**src/rtl/oflow_mem_buffer_ctrl.sv**
```systemverilog
// oflow_mem_buffer_ctrl
//
// Arbitrates one write port and one read port onto a single-access
// frame/offset feature buffer.
//
// Write side: each granted write stores a pair of features at two consecutive
// offsets (wr_ptr, wr_ptr+1) of the current frame. wr_full is raised once the
// last offset pair of the frame has been used. It stays raised until the next
// frame_start.
//
// Read side: a granted read either accesses the buffer, or, if the frame is
// older than the history window, is answered with an error. In both cases
// rd_valid pulses two cycles after the grant.
//
// Arbitration: a write wins a collision unless the read has already lost
// STARVE_LIMIT consecutive cycles. No grant is issued in a frame_start cycle.
//
// Buffer timing assumption: the buffer presents data_out_0/1 for the address
// registered on frame_num/offset_0/1 during the following cycle. That value is
// captured into rd_data_0/1 at the end of that cycle.
//
// Ports
//   clk, reset_N                    clock, asynchronous active-low reset
//   frame_start, cfg_history_frames new-frame pulse and history depth to apply
//   wr_req/wr_gnt, wr_data_0/1      write handshake and feature pair
//   wr_full                         no free offset pair left in current frame
//   rd_req/rd_gnt                   read handshake
//   rd_frame_num, rd_offset_0/1     read address
//   rd_valid, rd_err, rd_data_0/1   read response
//   cur_frame_num                   current frame number
//   frame_num, num_of_history_frames, data_in_0/1, offset_0/1, we
//                                   registered buffer-side request
//   data_out_0/1                    buffer read data

`ifndef DATA_WIDTH
`define DATA_WIDTH 32
`endif
`ifndef OFFSET_WIDTH
`define OFFSET_WIDTH 6
`endif
`ifndef TOTAL_FRAME_NUM_WIDTH
`define TOTAL_FRAME_NUM_WIDTH 8
`endif
`ifndef NUM_OF_HISTORY_FRAMES_WIDTH
`define NUM_OF_HISTORY_FRAMES_WIDTH 3
`endif

module oflow_mem_buffer_ctrl #(
  parameter int unsigned STARVE_LIMIT    = 4,
  parameter int unsigned DEFAULT_HISTORY = 5
) (
  input  logic                                     clk,
  input  logic                                     reset_N,
  input  logic                                     frame_start,
  input  logic [`NUM_OF_HISTORY_FRAMES_WIDTH-1:0]  cfg_history_frames,
  // write port
  input  logic                                     wr_req,
  output logic                                     wr_gnt,
  input  logic [`DATA_WIDTH-1:0]                   wr_data_0,
  input  logic [`DATA_WIDTH-1:0]                   wr_data_1,
  output logic                                     wr_full,
  // read port
  input  logic                                     rd_req,
  output logic                                     rd_gnt,
  input  logic [`TOTAL_FRAME_NUM_WIDTH-1:0]        rd_frame_num,
  input  logic [`OFFSET_WIDTH-1:0]                 rd_offset_0,
  input  logic [`OFFSET_WIDTH-1:0]                 rd_offset_1,
  output logic                                     rd_valid,
  output logic                                     rd_err,
  output logic [`DATA_WIDTH-1:0]                   rd_data_0,
  output logic [`DATA_WIDTH-1:0]                   rd_data_1,
  output logic [`TOTAL_FRAME_NUM_WIDTH-1:0]        cur_frame_num,
  // buffer side
  output logic [`TOTAL_FRAME_NUM_WIDTH-1:0]        frame_num,
  output logic [`NUM_OF_HISTORY_FRAMES_WIDTH-1:0]  num_of_history_frames,
  output logic [`DATA_WIDTH-1:0]                   data_in_0,
  output logic [`DATA_WIDTH-1:0]                   data_in_1,
  output logic [`OFFSET_WIDTH-1:0]                 offset_0,
  output logic [`OFFSET_WIDTH-1:0]                 offset_1,
  output logic                                     we,
  input  logic [`DATA_WIDTH-1:0]                   data_out_0,
  input  logic [`DATA_WIDTH-1:0]                   data_out_1
);

  localparam int unsigned DW  = `DATA_WIDTH;
  localparam int unsigned OW  = `OFFSET_WIDTH;
  localparam int unsigned TFW = `TOTAL_FRAME_NUM_WIDTH;
  localparam int unsigned NHW = `NUM_OF_HISTORY_FRAMES_WIDTH;
  // Wide enough to hold STARVE_LIMIT itself, never zero bits.
  localparam int unsigned SW  = $clog2(STARVE_LIMIT + 2);

  localparam logic [SW-1:0]  StarveMax = SW'(STARVE_LIMIT);
  localparam logic [OW-1:0]  LastPair  = {{(OW-1){1'b1}}, 1'b0};
  localparam logic [NHW-1:0] HistRst   = NHW'(DEFAULT_HISTORY);

  // --------------------------------------------------------------------------
  // State
  // --------------------------------------------------------------------------
  logic [TFW-1:0] cur_frame_q, cur_frame_d;
  logic [OW-1:0]  wr_ptr_q, wr_ptr_d;
  logic           wr_full_q, wr_full_d;
  logic [NHW-1:0] hist_q, hist_d;
  logic [SW-1:0]  starve_q, starve_d;

  logic [TFW-1:0] frame_num_q, frame_num_d;
  logic [OW-1:0]  offset_0_q, offset_0_d;
  logic [OW-1:0]  offset_1_q, offset_1_d;
  logic [DW-1:0]  data_in_0_q, data_in_0_d;
  logic [DW-1:0]  data_in_1_q, data_in_1_d;
  logic           we_q, we_d;

  // Read pipeline: stage 1 is the buffer access cycle, stage 2 the response.
  logic           rd_p1_q;
  logic           rd_p1_err_q, rd_p1_err_d;
  logic           rd_valid_q;
  logic           rd_err_q, rd_err_d;
  logic [DW-1:0]  rd_data_0_q, rd_data_0_d;
  logic [DW-1:0]  rd_data_1_q, rd_data_1_d;

  // --------------------------------------------------------------------------
  // Arbitration
  // --------------------------------------------------------------------------
  logic           wr_ok;
  logic           rd_ok;
  logic           rd_prio;
  logic [TFW-1:0] rd_age;
  logic           rd_stale;

  always_comb begin
    wr_ok    = wr_req & ~wr_full_q & ~frame_start;
    rd_ok    = rd_req & ~frame_start;
    rd_prio  = (starve_q == StarveMax);
    wr_gnt   = wr_ok & ~(rd_ok & rd_prio);
    rd_gnt   = rd_ok & ~wr_gnt;
    // Modular subtraction gives the correct age across frame-number wrap.
    rd_age   = cur_frame_q - rd_frame_num;
    rd_stale = (32'(rd_age) > 32'(hist_q));
  end

  // Starvation counter: counts lost cycles of a pending read, saturating.
  always_comb begin
    starve_d = '0;
    if (rd_req && !rd_gnt) begin
      starve_d = rd_prio ? starve_q : starve_q + SW'(1);
    end
  end

  // --------------------------------------------------------------------------
  // Frame and write-pointer bookkeeping
  // --------------------------------------------------------------------------
  always_comb begin
    cur_frame_d = cur_frame_q;
    wr_ptr_d    = wr_ptr_q;
    wr_full_d   = wr_full_q;
    hist_d      = hist_q;
    if (frame_start) begin
      cur_frame_d = cur_frame_q + TFW'(1);
      wr_ptr_d    = '0;
      wr_full_d   = 1'b0;
      hist_d      = cfg_history_frames;
    end else if (wr_gnt) begin
      wr_ptr_d  = wr_ptr_q + OW'(2);
      wr_full_d = (wr_ptr_q == LastPair);
    end
  end

  // --------------------------------------------------------------------------
  // Buffer-side request, registered one cycle after the grant
  // --------------------------------------------------------------------------
  always_comb begin
    we_d        = 1'b0;
    frame_num_d = frame_num_q;
    offset_0_d  = offset_0_q;
    offset_1_d  = offset_1_q;
    data_in_0_d = data_in_0_q;
    data_in_1_d = data_in_1_q;
    if (wr_gnt) begin
      we_d        = 1'b1;
      frame_num_d = cur_frame_q;
      offset_0_d  = wr_ptr_q;
      offset_1_d  = wr_ptr_q + OW'(1);
      data_in_0_d = wr_data_0;
      data_in_1_d = wr_data_1;
    end else if (rd_gnt && !rd_stale) begin
      // Stale reads leave the buffer bus untouched.
      frame_num_d = rd_frame_num;
      offset_0_d  = rd_offset_0;
      offset_1_d  = rd_offset_1;
    end
  end

  // --------------------------------------------------------------------------
  // Read response
  // --------------------------------------------------------------------------
  always_comb begin
    rd_p1_err_d = rd_gnt & rd_stale;
    rd_err_d    = rd_err_q;
    rd_data_0_d = rd_data_0_q;
    rd_data_1_d = rd_data_1_q;
    if (rd_p1_q) begin
      rd_err_d    = rd_p1_err_q;
      rd_data_0_d = rd_p1_err_q ? '0 : data_out_0;
      rd_data_1_d = rd_p1_err_q ? '0 : data_out_1;
    end
  end

  // --------------------------------------------------------------------------
  // Registers
  // --------------------------------------------------------------------------
  always_ff @(posedge clk or negedge reset_N) begin
    if (!reset_N) begin
      cur_frame_q <= '0;
      wr_ptr_q    <= '0;
      wr_full_q   <= 1'b0;
      hist_q      <= HistRst;
      starve_q    <= '0;
    end else begin
      cur_frame_q <= cur_frame_d;
      wr_ptr_q    <= wr_ptr_d;
      wr_full_q   <= wr_full_d;
      hist_q      <= hist_d;
      starve_q    <= starve_d;
    end
  end

  always_ff @(posedge clk or negedge reset_N) begin
    if (!reset_N) begin
      we_q        <= 1'b0;
      frame_num_q <= '0;
      offset_0_q  <= '0;
      offset_1_q  <= '0;
      data_in_0_q <= '0;
      data_in_1_q <= '0;
    end else begin
      we_q        <= we_d;
      frame_num_q <= frame_num_d;
      offset_0_q  <= offset_0_d;
      offset_1_q  <= offset_1_d;
      data_in_0_q <= data_in_0_d;
      data_in_1_q <= data_in_1_d;
    end
  end

  // Reset clears the pipeline, so an in-flight read never produces rd_valid.
  always_ff @(posedge clk or negedge reset_N) begin
    if (!reset_N) begin
      rd_p1_q     <= 1'b0;
      rd_p1_err_q <= 1'b0;
      rd_valid_q  <= 1'b0;
      rd_err_q    <= 1'b0;
      rd_data_0_q <= '0;
      rd_data_1_q <= '0;
    end else begin
      rd_p1_q     <= rd_gnt;
      rd_p1_err_q <= rd_p1_err_d;
      rd_valid_q  <= rd_p1_q;
      rd_err_q    <= rd_err_d;
      rd_data_0_q <= rd_data_0_d;
      rd_data_1_q <= rd_data_1_d;
    end
  end

  // --------------------------------------------------------------------------
  // Outputs
  // --------------------------------------------------------------------------
  assign wr_full               = wr_full_q;
  assign cur_frame_num         = cur_frame_q;
  assign num_of_history_frames = hist_q;
  assign frame_num             = frame_num_q;
  assign offset_0              = offset_0_q;
  assign offset_1              = offset_1_q;
  assign data_in_0             = data_in_0_q;
  assign data_in_1             = data_in_1_q;
  assign we                    = we_q;
  assign rd_valid              = rd_valid_q;
  assign rd_err                = rd_err_q;
  assign rd_data_0             = rd_data_0_q;
  assign rd_data_1             = rd_data_1_q;

endmodule
```
**config.mk**
```make
export PLATFORM = sky130hd
export DESIGN_NAME = oflow_mem_buffer_ctrl
export DESIGN_NICKNAME = d
export VERILOG_FILES = /design/src/rtl/oflow_mem_buffer_ctrl.sv
export SDC_FILE = /design/constraint.sdc
export NUM_CORES = 1
export LEC_CHECK = 0
export CORE_MARGIN = 2
export CORE_UTILIZATION = 37
export DETAILED_ROUTE_END_ITERATION = 10
export PLACE_DENSITY = 0.74
export SLEW_MARGIN = 20
export SYNTH_ARGS = -nofsm -noshare
export SYNTH_HDL_FRONTEND = slang
export SYNTH_SLANG_ARGS = --single-unit
```
**constraint.sdc**
```tcl
create_clock -name clk -period 3.2 [get_ports clk]
set_input_delay 0.8 -clock clk [delete_from_list [all_inputs] [get_ports clk]]
set_output_delay 0.8 -clock clk [all_outputs]
set_load 0.02 [all_outputs]
```
==> results_dict.tcl, run 1 <==
set metrics [dict create \
    finalHoldViolCount 0 \
    clkPwrFrac_pct 29.2 \
    p_comb_share_pct 34.0 \
    leakage_nw 5.400 \
    die_w_um 147.1 \
    nets 1300 \
    p_seq_share_pct 36.7 \
    post-route-period-util_pct 98.28 \
    synth_top_cell_by_area "dfrtp_1" \
    fp.dieH_um 147.1 \
    grt_max_degree 94 \
    crit_buf_inv 4 \
    antenna_found_initial 1 \
    first_global_vias 6833 \
    slowest_stage "clkdlybuf4s50_1" \
    yosys_warnings 0 \
    place_congestion 0.8743 \
    dpl.cell_count 1378 \
    worst_pin_slew_ps 962.3 \
    crit_path_start_kind "input pin" \
    core_um2 20170 \
    hold_slack_ps 360.1 \
    p_int_mw 5.108 \
    power_switching_mw 2.506 \
    cts_root_buf "clkbuf_16" \
    wl_per_cell_um 15.54 \
    synth.top_cell.area_share_pct 56.46 \
    setup_viol 0 \
    clock_latency_ps 420 \
    path_max_fanout 2 \
    reg2reg_depth 13 \
    io_buffers 320 \
    drive_gt1_share_pct 8.589 \
    ys_seq_elements 173 \
    syn_area_um2 7579 \
    p_sw_share_pct 32.91 \
    worst-endpoint-arrival_ps 2350 \
    first_iter_violations 283 \
    crit_family "buffers and inverters" \
    r2r_start "cur_frame_num[0]$_DFFE_PN0P_" \
    fin_skew_ps 11.85 \
    crit_type "input pin to output port" \
    synth-edff-count 0 \
    stdcell_count 1412 \
    clk_transition_reported_paths_ps 70 \
    cts_tree "yes" \
    cp_num_cells 6 \
    vias 6688 \
    synth_cell_type_count 44 \
    synthTopCellsByArea "dfrtp_1, nand2_1, nand3b_1" \
    dieArea_um2 21640 \
    cts_buffer_depth 2 \
    drcViolationCount 0 \
    viasPerCell 4.737 \
    avgSynthCellArea_um2 9.497 \
    worstPathRequired_ps 2400 \
    status "finished, final reports clean" \
    initial_utilization_pct 37.57 \
    area_growth_pct 58.11 \
    drt.antenna.violating_nets 0 \
    startpoint "frame_start" \
    fillCellCount 1696 \
    synthArstFlopShare_pct 100.0 \
    syn_inst 798 \
    synth-seq-area-share_pct 57.16 \
    drv_cap 0 \
    cp-endpoint "wr_gnt" \
    slowest_delay_ps 600 \
    reg2reg_slack_ps 200 \
    grt_use_total_pct 20.34 \
    crit-reg2reg-capture "offset_1[3]$_DFFE_PN0P_" \
    pwr_density_cell_nw_per_um2 635.4 \
    htree_num_levels 4 \
    numCtsBuffers 17 \
    slew_headroom_pct 35.85 \
    synth_fp_nets 970 \
    rows 52 \
    cp_cell_sequence "clkdlybuf4s50_1 -> nor2_2 -> nand3_4 -> inv_2 -> buf_4 -> clkdlybuf4s50_1" \
    fmax_mhz 318.0 \
    cts_sinks 173 \
    crit_top_cell "clkdlybuf4s50_1" \
    min_period_ps 3145 \
    grt_pass1_wl_um 35300 \
    synth_flop_cell "dfrtp_1" \
    min_path_type "input pin to asynchronous set/reset pin" \
    cts_setup_buffers 0 \
    endpoint_kind "output port" \
    ir_drop_v 0.0003877 \
    wirelength_um 21950 \
    pin_count 321 \
    rsz0062_at_grt "no" \
    hpwl_um 15370 \
    slew_violations 0 \
    globalRoute.totalOverflow 0 \
    dr.pass1.iters 6 \
]
-- Yosys cell counts, types with 2 or more instances --
cell type    n
o41a_1       4
o31ai_1      5
a311o_1      3
nand4_1      3
buf_1        8
o21ai_0     70
inv_1       80
o21a_1       3
o211ai_1     6
a2bb2oi_2    2
ha_1        15
or3_1        3
o311ai_0     5
dfrtp_1    171
a221o_1      4
nand3_1      6
clkbuf_1    38
xor2_1       8
xnor2_1      7
a21oi_1      7
nand3b_1    65
nor4_1       3
nor3_1       7
and2_1       6
a21o_1       3
buf_2        2
a211oi_1     3
nand2_1    221
mux2_2       3
nor2_1      22
dfstp_2      2
-- layout make-up --
class / instances / area, µm² / area share (%)
tap: 270 / 337.8 / 2.819
inverter: 81 / 304.0 / 2.537
antenna: 1 / 2.502 / 0.02088
sequential: 173 / 4335 / 36.18
clock inverter: 14 / 195.2 / 1.629
multi-input combinational: 495 / 2836 / 23.67
clock buffer: 18 / 439.2 / 3.665
timing repair buffer: 360 / 3532 / 29.48
-- metrics by stage --
| step | TNS (ps) | instance area, µm² | power [mW] | utilization (%) | setup slack [ps] |
|---|---|---|---|---|---|
| finish | 0 | 11980 | 7.614 | 59.41 | 54.92 |
| floorplan | -19.85 | 7617 | 4.052 | - | -19.85 |
| global route | 0 | 11980 | 8.028 | 59.41 | 2.843 |
| global placement | -8326 | 11290 | 5.305 | 55.99 | -502.6 |
| detailed placement | -9881 | 11290 | 5.360 | 55.99 | -576.5 |
| CTS | 0 | 11930 | 7.652 | 59.16 | 18.46 |
-- flip-flops by register name (all words and copies together), names as in the netlist --
signal and count:
starve_q 3, data_in_1 32, offset_1 6, rd_p1_err_q 1, wr_ptr_q 5, rd_data_0 32, num_of_history_frames 3, offset_0 6
data_in_0 32, rd_p1_q 1, wr_full 1, frame_num 8, rd_data_1 32, we 1, rd_err 1, rd_valid 1
cur_frame_num 8
-- layout by cell type, fill, tap and decap left out, drive strengths merged, types with 2 or more instances in the layout --
| master | netlist | routed |
|---|---|---|
| nand3 | 6 | 6 |
| ha | 15 | 15 |
| bufinv | 0 | 3 |
| nand3b | 65 | 65 |
| inv | 81 | 89 |
| nor3 | 7 | 7 |
| o21ai | 70 | 70 |
| o31ai | 5 | 5 |
| o211ai | 6 | 6 |
| clkdlybuf4s50 | 0 | 316 |
| a311o | 3 | 3 |
| buf | 11 | 41 |
| nor4 | 3 | 3 |
| xnor2 | 7 | 7 |
| nand2 | 221 | 221 |
| xor2 | 8 | 8 |
| or3 | 3 | 3 |
| o311ai | 5 | 5 |
| mux2 | 3 | 3 |
| and2 | 6 | 6 |
| a211oi | 4 | 4 |
| clkbuf | 38 | 18 |
| clkinv | 0 | 2 |
| o21a | 3 | 3 |
| nor2 | 22 | 22 |
| dfrtp | 171 | 171 |
| a21oi | 7 | 7 |
| a2bb2oi | 2 | 2 |
| a221o | 4 | 4 |
| a21o | 3 | 3 |
| nand4 | 3 | 3 |
| dfstp | 2 | 2 |
| o41a | 4 | 4 |
-- cells by family (layout without fill, tap and decap cells) --
| logic type | after synthesis | count (layout) | synth area share (%) |
|---|---|---|---|
| and+or+nand+nor | 339 | 339 | 20.85 |
| DFF | 173 | 173 | 57.16 |
| buffers and inverters | 130 | 473 | 6.571 |
| AOI/OAI and AO/OA | 121 | 121 | 10.37 |
| adders and majority gates | 16 | 16 | 2.741 |
| xor gates and xnor gates | 15 | 15 | 1.734 |
| muxes | 4 | 4 | 0.5778 |
| other | 0 | 1 | 0 |
-- worst min path at each step --
stage / start / end / slack, ps
2_1_floorplan: rd_p1_q$_DFF_PN0_ / rd_valid$_DFF_PN0_ / 390
3_3_place_gp: data_in_1[6]$_DFFE_PN0P_ / data_in_1[6]$_DFFE_PN0P_ / 460
3_5_place_dp: data_in_0[22]$_DFFE_PN0P_ / data_in_0[22]$_DFFE_PN0P_ / 460
4_1_cts: reset_N / rd_data_0[13]$_DFFE_PN0P_ / 400
5_1_grt: reset_N / rd_data_0[21]$_DFFE_PN0P_ / 410
6_report: reset_N / rd_data_0[13]$_DFFE_PN0P_ / 360
-- power groups by stage --
stage | logic [mW] | registers [mW] | clock network, mW
after floorplan | 0.842 | 3.21 | 0
final | 2.59 | 2.80 | 2.23
after global placement | 2.48 | 2.83 | 0
after CTS | 2.56 | 2.80 | 2.29
after detailed placement | 2.53 | 2.83 | 0
after global routing | 2.79 | 2.85 | 2.39
-- per-layer routing --
metal	vias to the layer above	part of all wire, %	track usage, %
met1	3148	43	26.04
li1	3260	-	-
met3	22	7.9	6.708
met2	258	47	33.34
met5	-	0	0
met4	0	1.6	5.433
-- what timing repair did --
item / 4_1_cts / 5_1_grt
endpoints found under the setup margin: 15 / 12
pin swaps: 0 / 4
resized for setup: 3 / 11
gates cloned: 0 / 1
hold buffers: 0 / 0
Note: power is estimated with default switching activity, not from simulation.
==> run 2, diff against run 1 <==
--- a/config.mk
+++ b/config.mk
@@ -7,8 +7,9 @@
 export LEC_CHECK = 0
 export CORE_MARGIN = 2
 export CORE_UTILIZATION = 37
+export CTS_CLUSTER_SIZE = 16
 export DETAILED_ROUTE_END_ITERATION = 10
-export PLACE_DENSITY = 0.74
+export PLACE_DENSITY = 0.71
 export SLEW_MARGIN = 20
 export SYNTH_ARGS = -nofsm -noshare
 export SYNTH_HDL_FRONTEND = slang
==> constraint.sdc (replaced) <==
create_clock -name clk -period 3.4 [get_ports clk]
set_input_delay 0.85 -clock clk [delete_from_list [all_inputs] [get_ports clk]]
set_output_delay 0.85 -clock clk [all_outputs]
set_load 0.02 [all_outputs]
==> run 2 against run 1 <==
  * Sequential power fell by 7%
  * First-iteration DRC count up 51%
  * Sequential share of layout area rose by 0.38 points
  * Critical path type is now input pin to flop
  * Largest power group unchanged
==> results_dict.tcl, run 2 (synthesis results as in run 1) <==
set metrics [dict create \
    status "finished, final reports clean" \
    postPlaceCellArea_um2 11220 \
    dieArea_um2 21640 \
    cts_hold_buf 0 \
    slowest_delay_ps 480 \
    grt_max_degree 94 \
    die_w_um 147.1 \
    r2r_start "cur_frame_num[0]$_DFFE_PN0P_" \
    drive_gt1_share_pct 7.401 \
    final_cell_mix "clkdlybuf4s50_1, nand2_1, dfrtp_1" \
    wl_per_cell_um 16.08 \
    hpwl_um 15960 \
    reg2reg_depth 11 \
    vias 6738 \
    cts_tree "yes" \
    first_global_vias 6819 \
    numCtsBuffers 17 \
    drt.antenna.violating_nets 0 \
    nets 1294 \
    worstPathRequired_ps 3700 \
    dpl.cell_count 1372 \
    wirelength_um 22590 \
    path_max_fanout 5 \
    pwr_density_cell_nw_per_um2 599.2 \
    endpoint_kind "flop" \
    slowest_stage "clkdlybuf4s50_1" \
    first_iter_violations 428 \
    crit-reg2reg-capture "offset_1[4]$_DFFE_PN0P_" \
    grt_use_total_pct 21.33 \
    grt_pass1_wl_um 36480 \
    rows 52 \
    area_growth_pct 56.51 \
    fmax_mhz 300.8 \
    leakage_nw 5.351 \
    total_power_mw 7.107 \
    cts_buffer_depth 2 \
    place_congestion 0.8485 \
    crit_type "input pin to flop" \
    cts_setup_buffers 0 \
    slew_violations 0 \
    min_period_ps 3325 \
    fp.dieH_um 147.1 \
    dr.pass1.iters 5 \
    hold_slack_ps 397.8 \
    cts_root_buf "clkbuf_16" \
    worst-endpoint-arrival_ps 3630 \
    crit_path_start_kind "input pin" \
    antenna-diode-count 0 \
    cts_sinks 173 \
    cp_cell_sequence "clkdlybuf4s50_1 -> ha_1 -> inv_1 -> fa_2 -> xor2_1 -> ha_1 -> o21ai_2 -> a2bb2oi_2 -> o2111ai_2 -> or3_4 -> a311o_1" \
    drcViolationCount 0 \
    slew_headroom_pct 34.39 \
    setup_viol 0 \
    finalHoldViolCount 0 \
    post-route-period-util_pct 97.78 \
    fin_skew_ps 10.66 \
    core_um2 20170 \
    initial_utilization_pct 37.57 \
    final_common_cell "clkdlybuf4s50_1" \
    drv_cap 0 \
    crit_top_cell "ha_1" \
    ir_drop_v 0.0003234 \
    reg2reg_slack_ps 520 \
    rsz0062_at_grt "yes" \
    htree_num_levels 4 \
    worst_pin_slew_ps 984.1 \
    min_path_type "input pin to asynchronous set/reset pin" \
    utilization_pct 58.81 \
    io_buffers 320 \
    fin_area_um2 11860 \
    stdcell_count 1405 \
    globalRoute.totalOverflow 0 \
    crit_family "compound AO/OA/AOI/OAI gates" \
    viasPerCell 4.796 \
    pin_count 321 \
    antenna_found_initial 0 \
    clock_latency_ps 430 \
    crit_buf_inv 2 \
    clk_transition_reported_paths_ps 70 \
]
run 2: what timing repair did:
item                                    4_1_cts  5_1_grt
gates resized for setup                       4        5
endpoints found under the setup margin       17       19
pin swaps                                     0        4
gates cloned                                  0        1
run 2: metal layers:
metal | GRT usage, % | vias up | routed length (µm)
met4 | 8.846 | 0 | 718
met5 | 0 | - | 0
met1 | 27.12 | 3175 | 9523
met3 | 7.205 | 44 | 1992
li1 | - | 3239 | -
met2 | 33.53 | 280 | 10360
run 2: cell type report:
type,instances,area [µm²]
inverters,81,304.0
flip-flops and latches,173,4337
well taps,270,337.8
clock inverters,13,176.4
clock buffers,19,442.9
repair buffers,353,3475
multi-input cells,496,2789
fillers,1739,8308
run 2: stage by stage:
step                TNS [ps]  setup WS [ps]
floorplan                  0          1.048
global placement       -8353         -508.8
detailed placement     -9867         -580.5
CTS                        0          44.75
global route          -5.453         -2.871
finish                     0          75.41
run 2: worst max-delay path by stage:
stage / from / to / slack [ps] / depth (start not counted)
2_1_floorplan: rd_frame_num[0] / frame_num[2]$_DFFE_PN0P_ / 1 / 12
3_3_place_gp: rd_frame_num[0] / offset_0[3]$_DFFE_PN0P_ / -510 / 11
3_5_place_dp: rd_frame_num[0] / offset_1[4]$_DFFE_PN0P_ / -580 / 11
4_1_cts: rd_frame_num[0] / offset_1[3]$_DFFE_PN0P_ / 40 / 11
5_1_grt: rd_frame_num[0] / offset_0[4]$_DFFE_PN0P_ / -3 / 13
6_report: rd_frame_num[0] / offset_1[4]$_DFFE_PN0P_ / 80 / 11
run 2: power by group:
part           internal (mW)  switching [mW]
registers               2.38           0.231
clock network           1.19           0.874
logic                   1.19            1.23
==> run 3, diff against run 2 <==
--- a/config.mk
+++ b/config.mk
@@ -5,7 +5,7 @@
 export SDC_FILE = /design/constraint.sdc
 export NUM_CORES = 1
 export LEC_CHECK = 0
-export CORE_MARGIN = 2
+export CORE_MARGIN = 1
 export CORE_UTILIZATION = 37
 export CTS_CLUSTER_SIZE = 16
 export DETAILED_ROUTE_END_ITERATION = 10
==> run 3 against run 2 <==
  * Via count is 1.4% lower
  * Sequential share of layout area decreased by 0.060 points
  * Utilization increased by 1.2 points
  * Die area decreased by 2.7%
  * Clock power about the same
  * Highest routed layer unchanged
==> results_dict.tcl, run 3 (synthesis results as in run 1) <==
set metrics [dict create \
    cts_tree "yes" \
    wirelength_um 22530 \
    slowest_delay_ps 550 \
    clk_transition_reported_paths_ps 70 \
    io_buffers 320 \
    utilization_pct 60.04 \
    finalHoldViolCount 0 \
    crit_family "compound AO/OA/AOI/OAI gates" \
    grt_pass1_wl_um 35830 \
    hpwl_um 15820 \
    fp.dieH_um 145.1 \
    rows 51 \
    area_growth_pct 56.73 \
    worst-endpoint-arrival_ps 3650 \
    dieArea_um2 21060 \
    cts_buffer_depth 2 \
    path_max_fanout 5 \
    fillCellCount 1664 \
    globalRoute.totalOverflow 0 \
    worst_pin_slew_ps 986.2 \
    final_cell_mix "clkdlybuf4s50_1, nand2_1, dfrtp_1" \
    worstPathRequired_ps 3710 \
    antenna_found_initial 1 \
    crit_path_start_kind "input pin" \
    startpoint "rd_frame_num[0]" \
    p_comb_share_pct 34.5 \
    rsz0062_at_grt "yes" \
    min_period_ps 3343 \
    cts_root_buf "clkbuf_16" \
    clock_latency_ps 420 \
    post-route-period-util_pct 98.33 \
    clkPwrFrac_pct 28.7 \
    slowest_stage "fa_2" \
    dr.pass1.iters 4 \
    initial_utilization_pct 38.31 \
    p_seq_share_pct 36.7 \
    fmax_mhz 299.1 \
    vias 6647 \
    drt.antenna.violating_nets 0 \
    pwr_density_cell_nw_per_um2 598.1 \
    pin_count 321 \
    cts_sinks 173 \
    first_iter_violations 243 \
    leakage_nw 5.353 \
    final_common_cell "clkdlybuf4s50_1" \
    crit_buf_inv 2 \
    crit_type "input pin to flop" \
    htree_num_levels 4 \
    min_path_type "input pin to asynchronous set/reset pin" \
    setup_viol 0 \
    drcViolationCount 0 \
    slew_headroom_pct 34.25 \
    grt_max_degree 94 \
    hold_slack_ps 397.9 \
    endpoint_kind "flop" \
    power_switching_mw 2.331 \
    core_um2 19780 \
    first_global_vias 6577 \
    grt_use_total_pct 21.64 \
    p_sw_share_pct 32.81 \
    nets 1295 \
    cp_cell_sequence "clkdlybuf4s50_1 -> ha_1 -> inv_1 -> fa_2 -> ha_4 -> a211oi_2 -> a2bb2oi_2 -> o2111ai_2 -> or3_4 -> a311o_1" \
    viasPerCell 4.744 \
    slew_violations 0 \
    stdcell_count 1401 \
    drv_cap 0 \
    status "finished, final reports clean" \
    place_congestion 0.8790 \
    die_w_um 145.1 \
    r2r_start "cur_frame_num[0]$_DFFE_PN0P_" \
    fin_skew_ps 15.27 \
    antenna-diode-count 0 \
    dpl.cell_count 1368 \
    drive_gt1_share_pct 7.482 \
    numCtsBuffers 17 \
    ir_drop_v 0.0003181 \
    wl_per_cell_um 16.08 \
    p_int_mw 4.773 \
    cts_setup_buffers 0 \
]
run 3: layout make-up:
class	count	area, µm²	area share [%]
repair buffers	354	3487	29.36
clock buffers	19	432.9	3.645
multi-input cells	496	2808	23.64
clock inverters	13	178.9	1.506
flip-flops and latches	173	4335	36.50
well taps	265	331.6	2.792
inverters	81	304.0	2.560
run 3: power by group through the flow:
stage	clock network [mW]	registers [mW]	logic [mW]
after global placement	0	2.64	2.36
after CTS	2.10	2.61	2.40
after global routing	2.18	2.66	2.64
after floorplan	0	3.02	0.756
final	2.04	2.61	2.45
after detailed placement	0	2.65	2.39
run 3: stage by stage:
| step | area [µm²] | total power, mW | TNS, ps | worst slack [ps] |
|---|---|---|---|---|
| floorplan | 7579 | 3.777 | 0 | 1.048 |
| global placement | 11220 | 4.999 | -8146 | -503.1 |
| detailed placement | 11220 | 5.038 | -9704 | -570.0 |
| CTS | 11830 | 7.121 | 0 | 36.64 |
| global route | 11880 | 7.477 | -28.29 | -21.30 |
| finish | 11880 | 7.104 | 0 | 56.67 |
run 3: repair_timing:
action | 4_1_cts | 5_1_grt
gates resized for setup | 3 | 10
setup endpoints to repair | 16 | 15
cloned | 0 | 1
pin swaps | 0 | 9
hold buffers | 0 | 0
run 3: path summary, 6_finish.rpt:
check,to,slack (ps),depth (start not counted)
max,offset_1[3]$_DFFE_PN0P_,60,10
min,data_in_1[8]$_DFFE_PN0P_,400,1
max reg2reg,offset_1[3]$_DFFE_PN0P_,530,10
min reg2reg,data_in_0[16]$_DFFE_PN0P_,470,2
max in group asynchronous,rd_data_0[5]$_DFFE_PN0P_,2160,2
min in group clk,data_in_0[16]$_DFFE_PN0P_,470,2
run 3: worst register-to-register path, delay by kind of cell (launching register included):
kind	cells	cell delay, ps
compound gates	4	920
flops	1	380
simple gates	1	440
fa+ha+maj	3	900
buf+inv	2	120
run 3: per-layer routing:
layer  wire [µm]  part of all wire (%)  GRT usage (%)  vias to the layer above
li1            -                     -              -                     3245
met1        9794                    43          28.42                     3123
met2       10460                    46          33.94                      260
met3        1899                   8.4          7.170                       19
met4         380                   1.7          6.263                        0
met5           0                     0              0                        -
